--- src/rtl/mac_norm_stg_pkg.sv ---
// Shared definitions for the MAC normalisation stage: default widths,
// exponent-adjust width and the flag bit positions read by the output packer.
package mac_norm_stg_pkg;

    localparam int unsigned DEF_PSUM_W = 19;
    localparam int unsigned DEF_EXP_W  = 6;
    localparam int unsigned DEF_FRAC_W = 11;
    localparam int unsigned DEF_QF_W   = 5;

    // Signed shift/exponent adjust carries two bits beyond the exponent.
    localparam int unsigned DEF_ADJ_W  = DEF_EXP_W + 2;

    // Flag vector layout shared with the downstream packer.
    localparam int unsigned FLG_W     = 3;
    localparam int unsigned FLG_ZERO  = 0;
    localparam int unsigned FLG_OFLOW = 1;
    localparam int unsigned FLG_UFLOW = 2;

    function automatic int unsigned adj_width(input int unsigned exp_w);
        return exp_w + 2;
    endfunction

endpackage

--- src/rtl/mac_norm_stg_lzd.sv ---
// mac_lzd: combinational leading-one detector; o_pos is the index of the
// highest set bit of i_val, o_nz flags a nonzero input.
module mac_lzd import mac_norm_stg_pkg::*; #(
    parameter int unsigned W   = DEF_PSUM_W,
    parameter int unsigned P_W = $clog2(W)
) (
    input  logic [W-1:0]   i_val,
    output logic [P_W-1:0] o_pos,
    output logic           o_nz
);

    // Scan upward so the last hit is the most significant set bit.
    always_comb begin
        o_pos = '0;
        o_nz  = 1'b0;
        for (int unsigned i = 0; i < W; i++) begin
            if (i_val[i]) begin
                o_pos = P_W'(i);
                o_nz  = 1'b1;
            end
        end
    end

endmodule

--- src/rtl/mac_norm_stg.sv ---
// mac_norm_stg: normalises a two's-complement partial sum to a sign /
// mantissa-with-explicit-one / biased-exponent triple, one cycle latency,
// valid/ready handshake with an output entry plus a one-deep skid entry.
// Optional build macro MAC_NORM_RNE_EN: round-to-nearest-even on dropped
// mantissa bits instead of truncation.
module mac_norm_stg import mac_norm_stg_pkg::*; #(
    parameter int unsigned PSUM_W = DEF_PSUM_W,
    parameter int unsigned EXP_W  = DEF_EXP_W,
    parameter int unsigned FRAC_W = DEF_FRAC_W,
    parameter int unsigned QF_W   = DEF_QF_W
) (
    input  logic              i_clk,
    input  logic              i_rst_n,
    input  logic              i_flush,
    input  logic              i_valid,
    output logic              o_ready,
    input  logic [PSUM_W-1:0] i_psum,
    input  logic [EXP_W-1:0]  i_max_exp,
    input  logic [QF_W-1:0]   i_Q_frac,
    output logic              o_valid,
    input  logic              i_ready,
    output logic              o_sgn,
    output logic [FRAC_W-1:0] o_norm_sum,
    output logic [EXP_W-1:0]  o_exp,
    output logic              o_zero,
    output logic              o_oflow,
    output logic              o_uflow,
    output logic [QF_W-1:0]   o_Q_frac
);

    localparam int unsigned P_W  = $clog2(PSUM_W);
    localparam int unsigned A_W  = adj_width(EXP_W);
    localparam int unsigned E_W  = A_W + 1;
    localparam int unsigned BW   = QF_W + FLG_W + EXP_W + FRAC_W + 1;
    localparam logic signed [E_W-1:0] E_MAX = E_W'((1 << EXP_W) - 1);
    localparam logic signed [E_W-1:0] E_MIN = E_W'(1);

    logic                    sgn_in;
    logic [PSUM_W-1:0]       mag;
    logic [P_W-1:0]          lead;
    logic                    nz;
    logic signed [A_W-1:0]   adj;
    logic [A_W-1:0]          adj_mag;
    logic [PSUM_W-1:0]       shr;
    logic [PSUM_W-1:0]       shl;
    logic [FRAC_W-1:0]       mant_t;
    logic [FRAC_W-1:0]       mant;
    logic                    rnd_carry;
    logic signed [E_W-1:0]   e;

    logic                    sgn_n;
    logic [FRAC_W-1:0]       norm_n;
    logic [EXP_W-1:0]        exp_n;
    logic [FLG_W-1:0]        flg_n;
    logic [BW-1:0]           beat_in;

    logic [BW-1:0]           out_q;
    logic [BW-1:0]           skid_q;
    logic                    out_v;
    logic                    skid_v;
    logic [FLG_W-1:0]        flg_o;
    logic                    in_xfer;
    logic                    out_xfer;

    mac_lzd #(
        .W   (PSUM_W),
        .P_W (P_W)
    ) u_lzd (
        .i_val (mag),
        .o_pos (lead),
        .o_nz  (nz)
    );

    // Magnitude, alignment shift and exponent adjust for the incoming beat.
    always_comb begin
        sgn_in  = i_psum[PSUM_W-1];
        mag     = sgn_in ? (~i_psum + PSUM_W'(1)) : i_psum;
        adj     = $signed(A_W'(lead)) - $signed(A_W'(FRAC_W - 1));
        adj_mag = adj[A_W-1] ? unsigned'(-adj) : unsigned'(adj);
        shr     = mag >> adj_mag;
        shl     = mag << adj_mag;
        mant_t  = adj[A_W-1] ? shl[FRAC_W-1:0] : shr[FRAC_W-1:0];
    end

`ifdef MAC_NORM_RNE_EN
    logic [PSUM_W-1:0] half;
    logic [PSUM_W-1:0] dropped;
    logic              guard;
    logic              sticky;
    logic              rnd_up;
    logic [FRAC_W:0]   mant_sum;

    // Round to nearest, ties to even; a carry out of the mantissa becomes
    // 1.000.. with the exponent bumped, before the overflow test.
    always_comb begin
        half      = PSUM_W'(1) << (adj_mag - 1'b1);
        dropped   = mag & ((PSUM_W'(1) << adj_mag) - PSUM_W'(1));
        guard     = |(dropped & half);
        sticky    = |(dropped & (half - PSUM_W'(1)));
        rnd_up    = !adj[A_W-1] && guard && (sticky || mant_t[0]);
        mant_sum  = {1'b0, mant_t} + (FRAC_W + 1)'(rnd_up);
        rnd_carry = mant_sum[FRAC_W];
        mant      = rnd_carry ? {1'b1, {(FRAC_W - 1){1'b0}}} : mant_sum[FRAC_W-1:0];
    end
`else
    assign rnd_carry = 1'b0;
    assign mant      = mant_t;
`endif

    // Final exponent, range checks and special-case selection.
    always_comb begin
        e      = $signed(E_W'(i_max_exp)) + $signed({adj[A_W-1], adj})
               + $signed(E_W'(rnd_carry));
        sgn_n  = 1'b0;
        norm_n = '0;
        exp_n  = '0;
        flg_n  = '0;
        if (!nz) begin
            flg_n[FLG_ZERO] = 1'b1;
        end else if (e > E_MAX) begin
            sgn_n            = sgn_in;
            norm_n           = '1;
            exp_n            = '1;
            flg_n[FLG_OFLOW] = 1'b1;
        end else if (e < E_MIN) begin
            sgn_n            = sgn_in;
            flg_n[FLG_UFLOW] = 1'b1;
        end else begin
            sgn_n  = sgn_in;
            norm_n = mant;
            exp_n  = e[EXP_W-1:0];
        end
        beat_in = {i_Q_frac, flg_n, exp_n, norm_n, sgn_n};
    end

    assign o_ready  = !skid_v;
    assign in_xfer  = i_valid && o_ready;
    assign out_xfer = out_v && i_ready;

    // Output entry plus skid entry; skid only fills while the output is held,
    // and drains into the output entry on the next output transfer.
    always_ff @(posedge i_clk or negedge i_rst_n) begin
        if (!i_rst_n) begin
            out_v  <= 1'b0;
            skid_v <= 1'b0;
            out_q  <= '0;
            skid_q <= '0;
        end else if (i_flush) begin
            out_v  <= 1'b0;
            skid_v <= 1'b0;
        end else if (!out_v || out_xfer) begin
            if (skid_v) begin
                out_q  <= skid_q;
                out_v  <= 1'b1;
                skid_v <= 1'b0;
            end else if (in_xfer) begin
                out_q <= beat_in;
                out_v <= 1'b1;
            end else begin
                out_v <= 1'b0;
            end
        end else if (in_xfer) begin
            skid_q <= beat_in;
            skid_v <= 1'b1;
        end
    end

    assign o_valid = out_v;
    assign {o_Q_frac, flg_o, o_exp, o_norm_sum, o_sgn} = out_q;
    assign o_zero  = flg_o[FLG_ZERO];
    assign o_oflow = flg_o[FLG_OFLOW];
    assign o_uflow = flg_o[FLG_UFLOW];

endmodule

--- config.mk ---
export PLATFORM = sky130hd
export DESIGN_NAME = mac_norm_stg
export DESIGN_NICKNAME = d
export VERILOG_FILES = /design/src/rtl/mac_norm_stg_pkg.sv /design/src/rtl/mac_norm_stg_lzd.sv /design/src/rtl/mac_norm_stg.sv
export SDC_FILE = /design/constraint.sdc
export NUM_CORES = 1
export LEC_CHECK = 0
export ABC_AREA = 1
export CAP_MARGIN = 20
export CORE_MARGIN = 8
export CORE_UTILIZATION = 37
export CTS_CLUSTER_DIAMETER = 200
export DETAILED_ROUTE_END_ITERATION = 10
export REMOVE_ABC_BUFFERS = 1
export SYNTH_ARGS = -nofsm -noshare
export SYNTH_HDL_FRONTEND = slang
export SYNTH_SLANG_ARGS = --single-unit
--- constraint.sdc ---
create_clock -name i_clk -period 2.2 [get_ports i_clk]
set_input_delay 0.55 -clock i_clk [delete_from_list [all_inputs] [get_ports i_clk]]
set_output_delay 0.55 -clock i_clk [all_outputs]
set_load 0.03 [all_outputs]
## Word level (Yosys, flattened, before mapping)

Index checks and enable logic that the tools add are counted.

- Flip-flop bits (word level): 54
- Bits of input ports: 35
- Output and inout bits: 28
- Word-level logic and storage cells: 86

- Muxes and demuxes: 61
- Reduce and logical (&&, ||, !) cells: 10
- Order comparisons: 2
- $add $sub $neg: 4
- Bitwise logic cells: 3
- Shift operators: 2

Operators with widths:

| kind | count |
|---|---|
| two-way mux 26 bit | 2 |
| two-way mux 11 bit | 4 |
| two-way mux 1 bit | 32 |
| two-way mux 4 bit | 8 |
| adder 19 x 1 -> 19 bit (second input constant) | 1 |
| two-way mux 19 bit | 1 |
| NOT 19 bit | 1 |
| left shift 19 x 8 -> 11 bit | 1 |
| >> shifter 19 x 8 -> 11 bit | 1 |
| two-way mux 6 bit | 3 |
| two-way mux 5 bit | 3 |
| two-way mux 3 bit | 4 |
| adder 7 x 6 -> 8 bit | 1 |
| > comparator 8 x 7 -> 1 bit (second input constant) | 1 |
| less-than comparator 8 x 2 -> 1 bit (second input constant) | 1 |
| two-way mux 8 bit | 1 |
| negator 6 -> 8 bit | 1 |
| two-way mux 2 bit | 3 |
| AND reduction 3 bit | 2 |
| subtractor 5 x 4 -> 6 bit (second input constant) | 1 |
| nonzero test 2 bit | 2 |
| nonzero test 3 bit | 1 |
| logical AND 1 bit | 2 |
| zero test 1 bit | 2 |
| other kinds (2) | 3 |

## Depth between registers and ports, before layout

Gate-level depths: netlist of the first run.

- Word-level depth: 31
- Mapped depth: 39
- Gate-level depth less buffers: 37

## Modules after synthesis

A second synthesis of the first run with hierarchy kept.

- Cell total of the unflattened synthesis: 847
- Area total of the unflattened synthesis: 5007.3 um^2

Modules (own cells, without submodules):

| module | area an instance (um^2) | cells each | sequential area each (um^2) | times used |
|---|---|---|---|---|
| mac_norm_stg | 4745.8 | 789 | 1351.3 | 1 |
| mac_lzd | 261.5 | 58 | 0.0 | 1 |

## Least setup slack after synthesis of the first run

No wires, ideal clock.

- Path kind: input to register
- From: in i_psum[0]
- To: reg skid_q[1]
- Library setup time: 87 ps
- Arrival: 4197 ps
- Buffers on the path: 2
- Data required time: 2113 ps
- Path slack: -2084 ps
- Stages: 33
- Cells stage by stage: inv_2 > ha_1 > nand3_2 > nor2_1 > nor2_1 > nand2_1 > nand2_1 > inv_1 > nand2_1 > nand2_1 > nand2_1 > nand2_1 > nand2_1 > nand2_1 > nand2_1 > nand2_1 > nand2_1 > nand2_1 > nand2_2 > nand2_1 > buf_2 > ha_1 > inv_1 > fa_1 > o31ai_1 > a21oi_1 > o21ba_2 > xnor2_1 > a21o_2 > nor2_8 > buf_6 > nand3_1 > a22oi_1

- Word-level cells in the longest chain between the ends: 29
- Elaborated cells between the ends (all ways): 52
- Classes of those cells: add/sub: 4; order compare: 2; shift: 2; mux: 43; bitwise: 1

Ends and longest elaborated chain:

| item | RTL line | text |
|---|---|---|
| start: declaration | mac_norm_stg.sv:17 | `input logic [PSUM_W-1:0] i_psum,` |
| NOT 19 bit | mac_norm_stg.sv:77 | `mag = sgn_in ? (~i_psum + PSUM_W'(1)) : i_psum;` |
| adder 19 x 1 -> 19 bit | mac_norm_stg.sv:77 |  |
| two-way mux 19 bit (*) | mac_norm_stg.sv:77 |  |
| two-way mux 1 bit | mac_norm_stg_lzd.sv:17 | `if (i_val[i]) begin` |
| two-way mux 2 bit (2 in series) | mac_norm_stg_lzd.sv:17 |  |
| two-way mux 3 bit (4 in series) | mac_norm_stg_lzd.sv:17 |  |
| two-way mux 4 bit (8 in series) | mac_norm_stg_lzd.sv:17 |  |
| two-way mux 5 bit (3 in series) | mac_norm_stg_lzd.sv:17 |  |
| subtractor 5 x 4 -> 6 bit | mac_norm_stg.sv:78 | `adj = $signed(A_W'(lead)) - $signed(A_W'(FRAC_W - 1));` |
| negator 6 -> 8 bit | mac_norm_stg.sv:79 | `adj_mag = adj[A_W-1] ? unsigned'(-adj) : unsigned'(adj);` |
| two-way mux 8 bit | mac_norm_stg.sv:79 |  |
| >> shifter 19 x 8 -> 11 bit or left shift 19 x 8 -> 11 bit (tied branches) | mac_norm_stg.sv:80, mac_norm_stg.sv:81 |  |
| two-way mux 11 bit | mac_norm_stg.sv:82 | `mant_t = adj[A_W-1] ? shl[FRAC_W-1:0] : shr[FRAC_W-1:0];` |
| two-way mux 11 bit | mac_norm_stg.sv:125 | `end else if (e < E_MIN) begin` |
| two-way mux 11 bit | mac_norm_stg.sv:120 | `end else if (e > E_MAX) begin` |
| two-way mux 11 bit (*) | mac_norm_stg.sv:118 | `if (!nz) begin` |
| end signal: assignment | mac_norm_stg.sv:163 | `skid_q <= beat_in;` |
| end: declaration | mac_norm_stg.sv:58 | `logic [BW-1:0] skid_q;` |

Every way passes the cells marked *; elsewhere a longest branch is shown, timed or not.
A chain may end at the register's enable or synchronous reset.

## Worst setup path after layout of the first run

- From: in i_psum[1]
- To: reg out_q[17]

- Word-level cells in the longest chain between the ends: 29
- Elaborated cells between the ends (all ways): 48
- Classes of those cells: add/sub: 3; order compare: 2; mux: 42; bitwise: 1

Ends and longest elaborated chain:

| item | RTL line | text |
|---|---|---|
| NOT 19 bit | mac_norm_stg.sv:77 |  |
| adder 19 x 1 -> 19 bit | mac_norm_stg.sv:77 |  |
| two-way mux 19 bit (*) | mac_norm_stg.sv:77 |  |
| two-way mux 1 bit | mac_norm_stg_lzd.sv:17 |  |
| two-way mux 2 bit (2 in series) | mac_norm_stg_lzd.sv:17 |  |
| two-way mux 3 bit (4 in series) | mac_norm_stg_lzd.sv:17 |  |
| two-way mux 4 bit (8 in series) | mac_norm_stg_lzd.sv:17 |  |
| two-way mux 5 bit (3 in series) | mac_norm_stg_lzd.sv:17 |  |
| subtractor 5 x 4 -> 6 bit | mac_norm_stg.sv:78 |  |
| adder 7 x 6 -> 8 bit | mac_norm_stg.sv:112 | `e = $signed(E_W'(i_max_exp)) + $signed({adj[A_W-1], adj})` |
| less-than comparator 8 x 2 -> 1 bit | mac_norm_stg.sv:125 |  |
| two-way mux 6 bit | mac_norm_stg.sv:125 |  |
| two-way mux 6 bit | mac_norm_stg.sv:120 |  |
| two-way mux 6 bit (*) | mac_norm_stg.sv:118 |  |
| two-way mux 26 bit (*) | mac_norm_stg.sv:156 | `end else if (in_xfer) begin` |
| two-way mux 26 bit (*) | mac_norm_stg.sv:152 | `if (skid_v) begin` |
| end signal: assignment | mac_norm_stg.sv:153 | `out_q <= skid_q;` |
| end signal: assignment | mac_norm_stg.sv:157 | `out_q <= beat_in;` |
| end: declaration | mac_norm_stg.sv:57 | `logic [BW-1:0] out_q;` |

Every way passes the cells marked *; elsewhere a longest branch is shown, timed or not. The select of a mux whose other input is x is not followed.

==> flow_summary.json, run 1 <==
{
  "place_congestion": 0.926,
  "violations": "setup timing",
  "cts_tree": "yes",
  "vias_per_cell": 5.03,
  "synth_cells": 725,
  "p_leak_nw": 3.77,
  "grt_setup_unrepaired": "true",
  "num_vias": 5623,
  "core_um2": 12100,
  "synth-seq-cells": 54,
  "p_sw_share_pct": 41.7,
  "async_flop_share_pct": 100,
  "post-route-period-util_pct": 182,
  "arrival_ns": 4.23,
  "vdd_ir_drop_max_mv": 0.391,
  "hp-class": "input pin to async pin",
  "yosys.cell_types.count": 44,
  "row_count": 40,
  "timing.rr.end": "skid_q[3]",
  "end_kind": "register",
  "fp.dieArea_um2": 16200,
  "wl_per_cell_um": 14.3,
  "synth_top_area_share_pct": 29.5,
  "p_seq_share_pct": 28.0,
  "crit_slowest_cell": "fa_2",
  "finalNetCount": 993,
  "drive_gt1_share_pct": 39.3,
  "first_pass_iters": 7,
  "cap_violations": 0,
  "relSlewSlack_pct": 66.0,
  "skew_ns": 0.00733,
  "synthFlopType": "dfrtp_1",
  "grt_pass1_wl_mm": 25.5,
  "cts_root_buf": "clkbuf_16",
  "cts_buffer_depth": 2,
  "p_comb_share_pct": 57.0,
  "power_density_nw_per_um2": 692,
  "intPower_w": 0.00302,
  "drv_slew": 0,
  "synth.cell_area_um2": 4590,
  "cp_max_fo": 6,
  "synth_edf_count": 0,
  "ff2ff_path_depth": 9,
  "max_slew.worst_pin.slew_ns": 0.507,
  "die_width_um": 127,
  "cp_slowest_stage_delay_ns": 0.36,
  "first_iter_violations": 423,
  "layout_setup_ws_ns": -1.80,
  "cp.buffers_inverters": 4,
  "final_antenna_net_count": 0,
  "fillers": 1074,
  "hpwl_mm": 11.0,
  "clock_latency_ns": 0.29,
  "h-tree-depth": 2,
  "start_util_pct": 38.0,
  "p_switching_w": 0.00216,
  "finalCriticalPeriod_ns": 4.00,
  "port_buffers": 62,
  "grt_pass1_vias": 5438,
  "syn_area_per_cell_um2": 6.33,
  "r2r_start": "o_valid",
  "crit_family": "simple AND/OR/NAND/NOR gates",
  "yosysTopAreaCell": "dfrtp_1",
  "area_growth_pct": 63.4,
  "cp_common_cell": "nand2_1",
  "clkTransAtPathRegs_ns": 0.07,
  "synth_area_leaders": "dfrtp_1 29%, nand2_1 19%, nand3_1 12%",
  "path_class": "input pin to register",
  "clkPwrFrac_pct": 15.0,
  "worstPathRequired_ns": 2.43,
  "finalHoldViolCount": 0,
  "cts.sinks": 54,
  "ys.warnings.count": 0,
  "placed_area_um2": 6210,
  "seq_area_frac_synth_pct": 29.5,
  "finalSetupViolations": 42,
  "grt_start_max_net_pins": 55,
  "diodes": 0,
  "grt_overflow": 0,
  "cp-startpoint": "i_psum[1]",
  "die_h_um": 127,
  "stdcell_area_um2": 7490,
  "ioPinCount": 63,
  "drcViolationCount": 0,
  "status": "complete, but fails checks",
  "drt-total-wl_mm": 16.0,
  "grtUsageTotal_pct": 18.8,
  "final_core_util_pct": 62.1,
  "hold_buffers": 0,
  "antenna_found_initial": 0,
  "rrSetupSlack_ns": 0.45,
  "fmax_mhz": 250,
  "cts_made_buffers": 5,
  "start_kind": "input pin"
}
## cell usage after synthesis, drive strengths merged, types with 3 or more instances
| cell type | instances |
|---|---|
| nand3 | 115 |
| clkbuf | 12 |
| dfrtp | 54 |
| xnor2 | 3 |
| xor2 | 9 |
| o211ai | 4 |
| o21ai | 51 |
| nor3 | 6 |
| buf | 17 |
| nand2 | 247 |
| a22oi | 5 |
| a21oi | 35 |
| inv | 80 |
| nor2 | 63 |
| ha | 9 |
| nand4 | 4 |
## flip-flops by register name (all words and copies together), names as in the netlist
signal and flops:
skid_v 1, skid_q 26, out_q 26, o_valid 1
## through the flow
step / TNS (ns) / total power, W / hold WS [ns] / setup WS (ns) / instances
floorplan: -90.07 / 0.00280 / 0.254 / -2.40 / 696
global placement: -96.80 / 0.00381 / 0.462 / -2.51 / 1047
detailed placement: -101.58 / 0.00386 / 0.464 / -2.62 / 1047
CTS: -63.62 / 0.00502 / 0.264 / -1.70 / 1111
global route: -76.04 / 0.00553 / 0.267 / -2.03 / 1117
finish: -66.84 / 0.00519 / 0.237 / -1.80 / 1117
## worst reg2reg max path: stages (launching register included)
cell	delay, ns
dfrtp_1	0.35
inv_1	0.04
nor2_1	0.08
inv_1	0.06
nor2_1	0.08
inv_1	0.08
nor3_2	0.40
clkinvlp_4	0.17
buf_4	0.22
a22oi_1	0.20
## layer usage
| layer | wire length [µm] | track usage (%) | vias up |
|---|---|---|---|
| li1 | - | - | 2788 |
| met1 | 6750 | 22.9 | 2636 |
| met2 | 8120 | 34.3 | 173 |
| met3 | 774 | 2.12 | 26 |
| met4 | 363 | 4.90 | 0 |
| met5 | 0 | 0 | - |
## cell families (layout without fill, tap and decap cells)
| logic type | after synthesis | in the layout | synth area share [%] |
|---|---|---|---|
| adders and majority gates | 10 | 10 | 2.89 |
| buffers and inverters | 110 | 333 | 10.3 |
| and+or+nand+nor | 439 | 440 | 42.8 |
| xor gates and xnor gates | 12 | 12 | 2.29 |
| AOI/OAI and AO/OA | 100 | 100 | 12.3 |
| DFF | 54 | 54 | 29.5 |
## how the worst max path moves through the flow
| stage | slack, ns | end | cells after the start |
|---|---|---|---|
| 2_1_floorplan | -2.40 | out_q[12] | 33 |
| 3_3_place_gp | -2.51 | out_q[16] | 33 |
| 3_5_place_dp | -2.62 | out_q[16] | 33 |
| 4_1_cts | -1.70 | out_q[5] | 35 |
| 5_1_grt | -2.03 | out_q[17] | 34 |
| 6_report | -1.80 | out_q[17] | 34 |
## placed cells by master (no fill, tap or decap), types with 5 or more instances in the layout
cell and count:
o21ai_0 27, nand2_4 13, clkdlybuf4s50_1 44, a21oi_1 17, dfrtp_1 54, buf_4 160
a21oi_2 17, inv_1 50, ha_4 5, nor2_1 36, nand2_2 30, o21ai_1 14
xor2_1 6, buf_6 20, nand3_1 103, nand2_1 203, buf_2 6, nor2_2 9
nor2_4 17, clkbuf_16 5, nand3_2 8, o21ai_2 9, inv_2 25
## cell type report
type                            instances  area, µm²  share of cell area [%]
Clock buffer                            6        129                    1.72
Clock inverter                          2       13.8                   0.184
Inverter                               81        323                    4.31
Multi-Input combinational cell        562       3390                    45.2
Sequential cell                        54       1350                    18.0
Tap cell                              168        210                    2.80
Timing Repair Buffer                  244       2080                    27.7
## timing repair
item / 4_1_cts / 5_1_grt
resized for setup: 196 / 60
setup endpoints to repair: 42 / 43
setup buffers: 62 / 9
cloned: 2 / 0
pin swaps: 84 / 29
## power groups by stage
stage	combinational (W)	sequential (W)	clock, W
2_1_floorplan	0.00109	0.00171	0
3_3_place_gp	0.00236	0.00145	0
3_5_place_dp	0.00240	0.00146	0
4_1_cts	0.00278	0.00144	0.000793
5_1_grt	0.00320	0.00149	0.000836
6_report	0.00296	0.00145	0.000781
No activity file was read; power rests on OpenSTA's default activity.
==> inputs of run 2 (changes only) <==
--- a/config.mk
+++ b/config.mk
@@ -6,7 +6,7 @@
 export NUM_CORES = 1
 export LEC_CHECK = 0
 export ABC_AREA = 1
-export CAP_MARGIN = 20
+export CAP_MARGIN = 5
 export CORE_MARGIN = 8
 export CORE_UTILIZATION = 37
 export CTS_CLUSTER_DIAMETER = 200
==> results of run 2 <==
Final layout, timing and power as in run 1 (identical DEF).
==> inputs of run 3 (changes only) <==
--- a/config.mk
+++ b/config.mk
@@ -10,6 +10,7 @@
 export CORE_MARGIN = 8
 export CORE_UTILIZATION = 37
 export CTS_CLUSTER_DIAMETER = 200
+export CTS_CLUSTER_SIZE = 8
 export DETAILED_ROUTE_END_ITERATION = 10
 export REMOVE_ABC_BUFFERS = 1
 export SYNTH_ARGS = -nofsm -noshare
==> results of run 3 <==
Final layout, timing and power as in run 1 (identical DEF).
